$ cat config.mk
export PLATFORM = sky130hd
export DESIGN_NAME = des_round_ctrl
export DESIGN_NICKNAME = d
export VERILOG_FILES = /design/src/rtl/des_pkg.sv /design/src/rtl/des_fp.sv /design/src/rtl/des_ip.sv /design/src/rtl/des_round_ctrl.sv
export SDC_FILE = /design/constraint.sdc
export NUM_CORES = 1
export LEC_CHECK = 0
export CELL_PAD_IN_SITES_DETAIL_PLACEMENT = 1
export CELL_PAD_IN_SITES_GLOBAL_PLACEMENT = 1
export CORE_ASPECT_RATIO = 1.25
export CORE_UTILIZATION = 38
export DETAILED_ROUTE_END_ITERATION = 16
export PLACE_DENSITY = 0.92
export SLEW_MARGIN = 20
export SYNTH_ARGS = -nofsm -noshare
export SYNTH_HDL_FRONTEND = slang
export SYNTH_SLANG_ARGS = --single-unit
$ cat constraint.sdc
create_clock -name clk -period 5.15 [get_ports clk]
set_input_delay 1.03 -clock clk [delete_from_list [all_inputs] [get_ports clk]]
set_output_delay 1.03 -clock clk [all_outputs]
set_load 0.02 [all_outputs]
$ cat src/rtl/des_pkg.sv
// des_pkg -- shared definitions for the iterative DES round controller.
//   Block/half widths, the default round count, the controller state
//   encoding and the final-permutation index table.
//   Bit order throughout: vector bit i carries DES bit i+1.
package des_pkg;

  localparam int DES_ROUNDS = 16;
  localparam int DES_BLK_W  = 64;
  localparam int DES_HALF_W = 32;

  typedef enum logic [1:0] {
    IDLE  = 2'd0,
    ROUND = 2'd1,
    DONE  = 2'd2
  } des_state_e;

  // Final permutation, 1-based DES numbering: output DES bit i+1 takes
  // input DES bit DES_FP_TBL[i].
  localparam int DES_FP_TBL [DES_BLK_W] = '{
    40,  8, 48, 16, 56, 24, 64, 32,
    39,  7, 47, 15, 55, 23, 63, 31,
    38,  6, 46, 14, 54, 22, 62, 30,
    37,  5, 45, 13, 53, 21, 61, 29,
    36,  4, 44, 12, 52, 20, 60, 28,
    35,  3, 43, 11, 51, 19, 59, 27,
    34,  2, 42, 10, 50, 18, 58, 26,
    33,  1, 41,  9, 49, 17, 57, 25
  };

endpackage

$ cat src/rtl/des_fp.sv
// des_fp -- DES final permutation (inverse of IP), purely combinational.
//   din  in  64  pre-output R16||L16, bit i = DES bit i+1 (R16 in [31:0])
//   dout out 64  FP(din), same bit order
module des_fp
  import des_pkg::*;
(
  input  logic [DES_BLK_W-1:0] din,
  output logic [DES_BLK_W-1:0] dout
);

  for (genvar gi = 0; gi < DES_BLK_W; gi++) begin : g_bit
    assign dout[gi] = din[DES_FP_TBL[gi] - 1];
  end

endmodule

$ cat src/rtl/des_ip.sv
// des_ip -- DES initial permutation, purely combinational.
//   din  in  64  block, bit i = DES bit i+1
//   dout out 64  IP(din), same bit order
module des_ip (
  input  logic [63:0] din,
  output logic [63:0] dout
);

  // Output DES bit i+1 takes input DES bit IP_TBL[i].
  localparam int IP_TBL [64] = '{
    58, 50, 42, 34, 26, 18, 10,  2,
    60, 52, 44, 36, 28, 20, 12,  4,
    62, 54, 46, 38, 30, 22, 14,  6,
    64, 56, 48, 40, 32, 24, 16,  8,
    57, 49, 41, 33, 25, 17,  9,  1,
    59, 51, 43, 35, 27, 19, 11,  3,
    61, 53, 45, 37, 29, 21, 13,  5,
    63, 55, 47, 39, 31, 23, 15,  7
  };

  for (genvar gi = 0; gi < 64; gi++) begin : g_bit
    assign dout[gi] = din[IP_TBL[gi] - 1];
  end

endmodule

$ cat src/rtl/des_round_ctrl.sv
// des_round_ctrl -- iterative DES controller, one Feistel round per clock.
//   Accepts a block on a valid/ready handshake, applies IP, runs ROUNDS
//   rounds through an external combinational f, applies FP and holds the
//   result on a valid/ready output handshake.
// Ports
//   clk, rst_n          clock, asynchronous active-low reset
//   in_valid/in_ready   input handshake, data_in 64-bit block
//   f_r, f_kidx         current R half and subkey index to the f datapath
//   f_out               f(R, K[f_kidx]), used in the same cycle
//   out_valid/out_ready output handshake, data_out 64-bit result
//   busy                high while rounds are running
//   decrypt             (DES_DECRYPT_EN only) per-block reverse key order
// Configuration
//   DES_DECRYPT_EN : adds the decrypt input; subkeys run ROUNDS-1 down to 0.
module des_round_ctrl
  import des_pkg::*;
#(
  parameter int ROUNDS = DES_ROUNDS
) (
  input  logic                  clk,
  input  logic                  rst_n,
  input  logic                  in_valid,
  output logic                  in_ready,
  input  logic [DES_BLK_W-1:0]  data_in,
`ifdef DES_DECRYPT_EN
  input  logic                  decrypt,
`endif
  output logic [DES_HALF_W-1:0] f_r,
  output logic [3:0]            f_kidx,
  input  logic [DES_HALF_W-1:0] f_out,
  output logic                  out_valid,
  input  logic                  out_ready,
  output logic [DES_BLK_W-1:0]  data_out,
  output logic                  busy
);

  localparam logic [1:0] ST_IDLE  = IDLE;
  localparam logic [1:0] ST_ROUND = ROUND;
  localparam logic [1:0] ST_DONE  = DONE;

  localparam logic [4:0] LAST_CNT  = 5'(ROUNDS - 1);
  localparam logic [3:0] LAST_KIDX = 4'(ROUNDS - 1);

  logic [1:0]            state_reg;
  logic [DES_HALF_W-1:0] l_reg;
  logic [DES_HALF_W-1:0] r_reg;
  logic [4:0]            cnt_reg;
`ifdef DES_DECRYPT_EN
  logic                  dec_reg;
`endif

  logic [DES_BLK_W-1:0]  ip_blk;
  logic [DES_BLK_W-1:0]  fp_blk;
  logic [DES_HALF_W-1:0] r_new;
  logic                  last_round;

  des_ip u_ip (
    .din  (data_in),
    .dout (ip_blk)
  );

  assign r_new      = l_reg ^ f_out;
  assign last_round = (cnt_reg == LAST_CNT);

  // Pre-output is R16||L16 in DES order: R16 (this cycle's new R) lands in
  // the low half, L16 (current R) in the high half -- the final swap.
  des_fp u_fp (
    .din  ({r_reg, r_new}),
    .dout (fp_blk)
  );

  assign f_r  = r_reg;
  assign busy = (state_reg == ST_ROUND);

  // Subkey index is only meaningful in ROUND; elsewhere it parks at 0.
  always_comb begin
    f_kidx = 4'd0;
    if (state_reg == ST_ROUND) begin
`ifdef DES_DECRYPT_EN
      f_kidx = dec_reg ? (LAST_KIDX - cnt_reg[3:0]) : cnt_reg[3:0];
`else
      f_kidx = cnt_reg[3:0];
`endif
    end
  end

  always_ff @(posedge clk or negedge rst_n) begin
    if (!rst_n) begin
      state_reg <= ST_IDLE;
      l_reg     <= '0;
      r_reg     <= '0;
      cnt_reg   <= '0;
      in_ready  <= 1'b0;
      out_valid <= 1'b0;
      data_out  <= '0;
`ifdef DES_DECRYPT_EN
      dec_reg   <= 1'b0;
`endif
    end else begin
      case (state_reg)
        ST_IDLE: begin
          if (in_valid && in_ready) begin
            l_reg     <= ip_blk[DES_HALF_W-1:0];
            r_reg     <= ip_blk[DES_BLK_W-1:DES_HALF_W];
            cnt_reg   <= '0;
            in_ready  <= 1'b0;
            state_reg <= ST_ROUND;
`ifdef DES_DECRYPT_EN
            dec_reg   <= decrypt;
`endif
          end else begin
            // in_ready is registered, so it rises one cycle into IDLE.
            in_ready <= 1'b1;
          end
        end
        ST_ROUND: begin
          l_reg <= r_reg;
          r_reg <= r_new;
          if (last_round) begin
            data_out  <= fp_blk;
            out_valid <= 1'b1;
            state_reg <= ST_DONE;
          end else begin
            // Counter holds at ROUNDS-1 instead of wrapping.
            cnt_reg <= cnt_reg + 5'd1;
          end
        end
        ST_DONE: begin
          if (out_ready) begin
            out_valid <= 1'b0;
            in_ready  <= 1'b1;
            state_reg <= ST_IDLE;
          end
        end
        default: begin
          state_reg <= ST_IDLE;
          in_ready  <= 1'b0;
          out_valid <= 1'b0;
        end
      endcase
    end
  end

endmodule
==> impl_metrics.env, run 1 <==
export IMPL_synth_edf_count=0
export IMPL_setup_viol=0
export IMPL_core_mm2=0.0157
export IMPL_synth_cell_types=32
export IMPL_async_flop_share_pct=100
export IMPL_netlist_area_mm2=0.00614
export IMPL_clockBufferDepth=2
export IMPL_arrival_ns=2.47
export IMPL_max_freq_mhz=286
export IMPL_maxCapViolCount=0
export IMPL_synth_nets=640
export IMPL_p_leak_uw=0.00381
export IMPL_synthMuxAreaShare_pct=11.3
export IMPL_die_h_um=144
export IMPL_cts_resized=0
export IMPL_rr_startpoint="state_reg[0]$_DFFE_PN0P_"
export IMPL_yosysMostFrequentCell="dfrtp_1"
export IMPL_m1WireLength_um=7210
export IMPL_clk_latency_ns=0.42
export IMPL_min_path_type="flop to flop"
export IMPL_hold_violations=0
export IMPL_clk_pin_slew_ns=0.06
export IMPL_postRouteWirelength_um=19800
export IMPL_wl_per_cell_um=21.4
export IMPL_status="finished clean"
export IMPL_syn_avg_cell_area_um2=11.4
export IMPL_yosysTopAreaCell="dfrtp_1"
export IMPL_dieArea_mm2=0.0167
export IMPL_io_buffers=202
export IMPL_grt_pass1_wl_um=31100
export IMPL_critical_path_required_ns=4.12
export IMPL_ys_seq_elements=137
export IMPL_fin_skew_ns=0.00944
export IMPL_dr_pass1_iters=4
export IMPL_synthToLayoutAreaGrowth_pct=41.4
export IMPL_wl_met2_um=10800
export IMPL_detail_route_antenna_nets=0
export IMPL_cts_buffers=17
export IMPL_synth_common_cells="dfrtp_1 (137), o21ai_0 (66), buf_4 (36), nor2_1 (36), nand2_1 (35)"
export IMPL_synth_xor_area_share_pct=4.57
export IMPL_largest_register_ff_count=64
export IMPL_rows=51
export IMPL_yosys_area_share_simple_pct=6.40
export IMPL_end_kind="output port"
export IMPL_vias=4898
export IMPL_cts_hold_buf=0
export IMPL_grt_usage_pct=25.1
export IMPL_cp_start_kind="flop"
export IMPL_antenna_found_initial=1
export IMPL_htreeDepth=4
export IMPL_hold_start="data_out[3]$_DFFE_PN0P_"
export IMPL_synth_top_area_share_pct=55.9
export IMPL_powerDensity_mw_per_mm2=729
export IMPL_ys_top_cells_by_area="dfrtp_1 (56%), mux2i_1 (5.4%), o21ai_0 (5.4%)"
export IMPL_crit_start="state_reg[0]$_DFFE_PN0P_"
export IMPL_syn_inst=538
export IMPL_yosysSeqAreaShare_pct=55.9
export IMPL_dieWidth_um=116
export IMPL_cts_setup_buffers=0
export IMPL_start_util_pct=39.1
export IMPL_ir_drop_mv=0.287
export IMPL_clkSinkCount=137
export IMPL_cts_root_buf="clkbuf_16"
export IMPL_synth_fa_ha_area_share_pct=0.408
export IMPL_finalMaxSlewViolations=0
export IMPL_synth_compound_area_share_pct=14.3
export IMPL_synth_top_family_by_area="compound AO/OA/AOI/OAI gates"
export IMPL_utilization_pct=55.3
export IMPL_hpwl_um=13600
export IMPL_drc=0
export IMPL_overflow=0
export IMPL_cts_tree="done"
export IMPL_rsz0062_at_grt="false"
export IMPL_final_period_utilization_pct=67.9
export IMPL_path_max_fanout=17
export IMPL_vias_per_cell=5.30
export IMPL_tightest_slew_ns=0.970
export IMPL_slew_headroom_pct=35.3
export IMPL_fin_tns_setup_ns=0
export IMPL_synthFlopType="dfrtp_1"
export IMPL_place_gp_congestion=0.753
export IMPL_drive_gt1_share_pct=9.56
export IMPL_yosysWarnings=0
export IMPL_grt_max_degree=105
export IMPL_wl_met3_um=846
export IMPL_grt_pass1_vias=5569
export IMPL_drt_initial_drc_count=274
export IMPL_period_needed_ns=3.50
export IMPL_ioPinCount=203
export IMPL_nets=801
export IMPL_crit_type="flop to output port"
export IMPL_top_layer_used="met4"
## per-stage QoR
step / cells / hold WS [ns] / area, um2 / power, uW / setup WS (ns)
2_1_floorplan: 538 / 0.452 / 6140 / 3880 / 2.73
3_3_place_gp: 892 / 0.467 / 8080 / 4860 / 1.80
3_5_place_dp: 892 / 0.472 / 8080 / 5100 / 1.71
4_1_cts: 923 / 0.484 / 8670 / 6380 / 1.60
5_1_grt: 924 / 0.501 / 8670 / 6680 / 1.52
6_report: 924 / 0.480 / 8670 / 6320 / 1.65
## per-layer routing
metal	track usage, %	vias to the layer above
met4	15.0	0
li1	-	2183
met3	5.45	60
met1	26.6	2482
met2	45.5	173
met5	0	-
## cell families (layout without fill, tap and decap cells)
group,Yosys count,after routing
AOI/OAI and AO/OA,140,140
xor gates and xnor gates,32,32
adders and majority gates,2,2
buffers and inverters,72,245
DFF,137,137
muxes,65,65
other,0,1
and+or+nand+nor,90,90
## path summary, 6_finish.rpt
path	end	slack (ns)	cells past startpoint
setup / recovery	f_kidx[1]	1.65	4
max in group asynchronous	data_out[3]$_DFFE_PN0P_	3.37	2
min in group asynchronous	data_out[7]$_DFFE_PN0P_	0.74	1
setup reg to reg	l_reg[9]$_DFFE_PN0P_	2.55	5
hold reg to reg	data_out[3]$_DFFE_PN0P_	0.48	2
hold / removal	data_out[3]$_DFFE_PN0P_	0.48	2
## critical path: stages (launching register included)
cell	delay (ns)
dfrtp_1	0.71
nand2b_2	0.13
inv_2	0.40
and2_1	0.21
clkdlybuf4s50_1	0.60
## layout by cell type (no fill, tap or decap), types with 3 or more instances in the layout
cell type / synthesis / routed
o21ai_1: 33 / 33
clkdlybuf4s50_1: 0 / 201
and2_1: 4 / 4
bufinv_16: 0 / 3
buf_4: 36 / 9
clkbuf_1: 17 / 3
xnor2_1: 32 / 32
dfrtp_1: 137 / 137
clkbuf_16: 0 / 17
clkinv_2: 0 / 5
a221o_1: 32 / 32
mux2_1: 7 / 7
nor2_1: 36 / 36
nand2_1: 35 / 35
a21oi_1: 3 / 3
o21ai_0: 66 / 66
mux2_2: 25 / 25
mux2i_1: 33 / 33
nand2b_1: 5 / 4
## where the power goes
group | internal (uW) | leakage (uW) | switching, uW | total [uW]
combinational | 1430 | 0.00187 | 1550 | 2990
sequential | 1640 | 0.00165 | 466 | 2110
clock | 780 | 0.000290 | 447 | 1230
total | 3860 | 0.00381 | 2470 | 6320
## layout make-up
type / instances / area [um2]
inverter: 3 / 11.3
antenna: 1 / 2.50
multi-input combinational: 329 / 2290
clock inverter: 9 / 123
fill: 1676 / 7020
clock buffer: 22 / 464
tap: 212 / 265
timing repair buffer: 211 / 2090
sequential: 137 / 3430
Power figures use the tool's default switching activity.
==> inputs of run 2 (changes only) <==
--- a/config.mk
+++ b/config.mk
@@ -8,9 +8,9 @@
 export CELL_PAD_IN_SITES_DETAIL_PLACEMENT = 1
 export CELL_PAD_IN_SITES_GLOBAL_PLACEMENT = 1
 export CORE_ASPECT_RATIO = 1.25
-export CORE_UTILIZATION = 38
+export CORE_UTILIZATION = 32
 export DETAILED_ROUTE_END_ITERATION = 16
-export PLACE_DENSITY = 0.92
+export PLACE_DENSITY = 0.84
 export SLEW_MARGIN = 20
 export SYNTH_ARGS = -nofsm -noshare
 export SYNTH_HDL_FRONTEND = slang
==> constraint.sdc (replaced) <==
create_clock -name clk -period 3 [get_ports clk]
set_input_delay 0.6 -clock clk [delete_from_list [all_inputs] [get_ports clk]]
set_output_delay 0.6 -clock clk [all_outputs]
set_load 0.02 [all_outputs]
==> impl_metrics.env, run 2 (same netlist as run 1, synthesis figures left out) <==
export IMPL_rr_worst_depth=6
export IMPL_grt_usage_pct=18.8
export IMPL_synthToLayoutAreaGrowth_pct=42.5
export IMPL_cts_hold_buf=0
export IMPL_p_leak_uw=0.00383
export IMPL_path_max_fanout=15
export IMPL_maxCapViolCount=0
export IMPL_fin_tns_setup_ns=0
export IMPL_grt_max_degree=67
export IMPL_detail_route_antenna_nets=0
export IMPL_overflow=0
export IMPL_antennaDiodeCount=0
export IMPL_grt_pass1_wl_um=28300
export IMPL_rows=56
export IMPL_clk_pin_slew_ns=0.06
export IMPL_clockBufferDepth=2
export IMPL_pre_cts_slack_ns=0.527
export IMPL_antenna_found_initial=0
export IMPL_hold_violations=0
export IMPL_tightest_slew_ns=0.794
export IMPL_design_area_mm2=0.00874
export IMPL_multi_input_area_mm2=0.00229
export IMPL_end_kind="output port"
export IMPL_vias_per_cell=5.02
export IMPL_dieWidth_um=126
export IMPL_start_util_pct=32.7
export IMPL_die_h_um=157
export IMPL_arrival_ns=2.15
export IMPL_period_needed_ns=2.75
export IMPL_vias=4748
export IMPL_grt_pass1_vias=5196
export IMPL_ir_drop_mv=0.857
export IMPL_cts_resized=0
export IMPL_crit_type="flop to output port"
export IMPL_powerDensity_mw_per_mm2=1210
export IMPL_drc=0
export IMPL_final_cell_mix="clkdlybuf4s50_1 (201), dfrtp_1 (136), o21ai_0 (66), nor2_1 (36), nand2_1 (35)"
export IMPL_min_path_type="primary input to asynchronous set/reset pin"
export IMPL_dieArea_mm2=0.0197
export IMPL_place_gp_congestion=0.741
export IMPL_dp_cells=915
export IMPL_rsz0062_at_grt="false"
export IMPL_dr_pass1_iters=4
export IMPL_clkSinkCount=137
export IMPL_core_mm2=0.0188
export IMPL_fillers=2001
export IMPL_setup_viol=0
export IMPL_io_buffers=202
export IMPL_drt_initial_drc_count=256
export IMPL_ioPinCount=203
export IMPL_max_freq_mhz=364
export IMPL_htreeDepth=4
export IMPL_clk_latency_ns=0.40
export IMPL_postRouteWirelength_um=17700
export IMPL_fin_skew_ns=0.0105
export IMPL_nets=804
export IMPL_status="finished clean"
export IMPL_placed_area_mm2=0.00817
export IMPL_final_period_utilization_pct=91.7
export IMPL_cts_setup_buffers=0
export IMPL_largest_register_ff_count=64
export IMPL_cts_root_buf="clkbuf_16"
export IMPL_cts_buffers=17
export IMPL_finalMaxSlewViolations=0
export IMPL_regArea_mm2=0.00343
export IMPL_wl_per_cell_um=18.8
export IMPL_final_cells=946
export IMPL_setup_slack_ns=0.250
export IMPL_critical_path_required_ns=2.40
export IMPL_cts_tree="done"
export IMPL_slew_headroom_pct=47.1
export IMPL_drive_gt1_share_pct=10.5
export IMPL_hpwl_um=11900
export IMPL_cp_start_kind="flop"
export IMPL_final_common_cell="clkdlybuf4s50_1"
run 2: cell types whose count changed in the layout (fill, tap and decap cells not counted), moves of 2 or more:
cell       before  now
buf_12          0    3
clkinv_4        0    2
clkbuf_1        3    0
bufinv_16       3    1
inv_6           0    2
clkbuf_8        2    4
run 2: stage by stage:
step	hold slack, ns	util (%)	total power (uW)
after global placement	0.462	43.5	8450
after global routing	0.169	46.6	11300
after detailed placement	0.469	43.5	8660
after CTS	0.160	46.6	10700
after floorplan	0.304	-	6650
final	0.147	46.6	10600
run 2: metal layers:
metal	up-vias	track usage, %	wire length (um)
met5	-	0	0
met4	0	6.71	286
met3	20	4.10	793
met2	142	32.8	9080
met1	2397	22.7	7580
li1	2189	-	-
run 2: worst max-delay path: stages (launching register included):
cell and delay [ns]:
dfrtp_1 0.70, nand2b_2 0.13, inv_2 0.16, and2_1 0.15
clkdlybuf4s50_1 0.61
run 2: final timing paths:
kind	slack (ns)	end	startpoint
max	0.25	f_kidx[2]	state_reg[0]$_DFFE_PN0P_
min	0.15	data_out[48]$_DFFE_PN0P_	rst_n
max reg2reg	0.67	data_out[20]$_DFFE_PN0P_	cnt_reg[0]$_DFFE_PN0P_
min reg2reg	0.48	data_out[61]$_DFFE_PN0P_	data_out[61]$_DFFE_PN0P_
max in group asynchronous	2.20	f_r[23]$_DFFE_PN0P_	rst_n
min in group clk	0.48	data_out[61]$_DFFE_PN0P_	data_out[61]$_DFFE_PN0P_
run 2: area by class of cell:
type | count | share of cell area (%)
sequential | 137 | 39.2
multi-input combinational | 329 | 26.2
timing repair buffer | 214 | 24.6
clock buffer | 21 | 5.50
tap | 232 | 3.32
clock inverter | 10 | 1.06
inverter | 3 | 0.129
run 2: report_power, final:
group	internal, uW	switching (uW)
registers	2810	721
clock network	1230	798
logic	2480	2550
==> inputs of run 3 (changes only) <==
--- a/config.mk
+++ b/config.mk
@@ -5,6 +5,7 @@
 export SDC_FILE = /design/constraint.sdc
 export NUM_CORES = 1
 export LEC_CHECK = 0
+export CAP_MARGIN = 20
 export CELL_PAD_IN_SITES_DETAIL_PLACEMENT = 1
 export CELL_PAD_IN_SITES_GLOBAL_PLACEMENT = 1
 export CORE_ASPECT_RATIO = 1.25
==> results of run 3 <==
The final DEF is identical to that of run 2; final timing and power are the same.
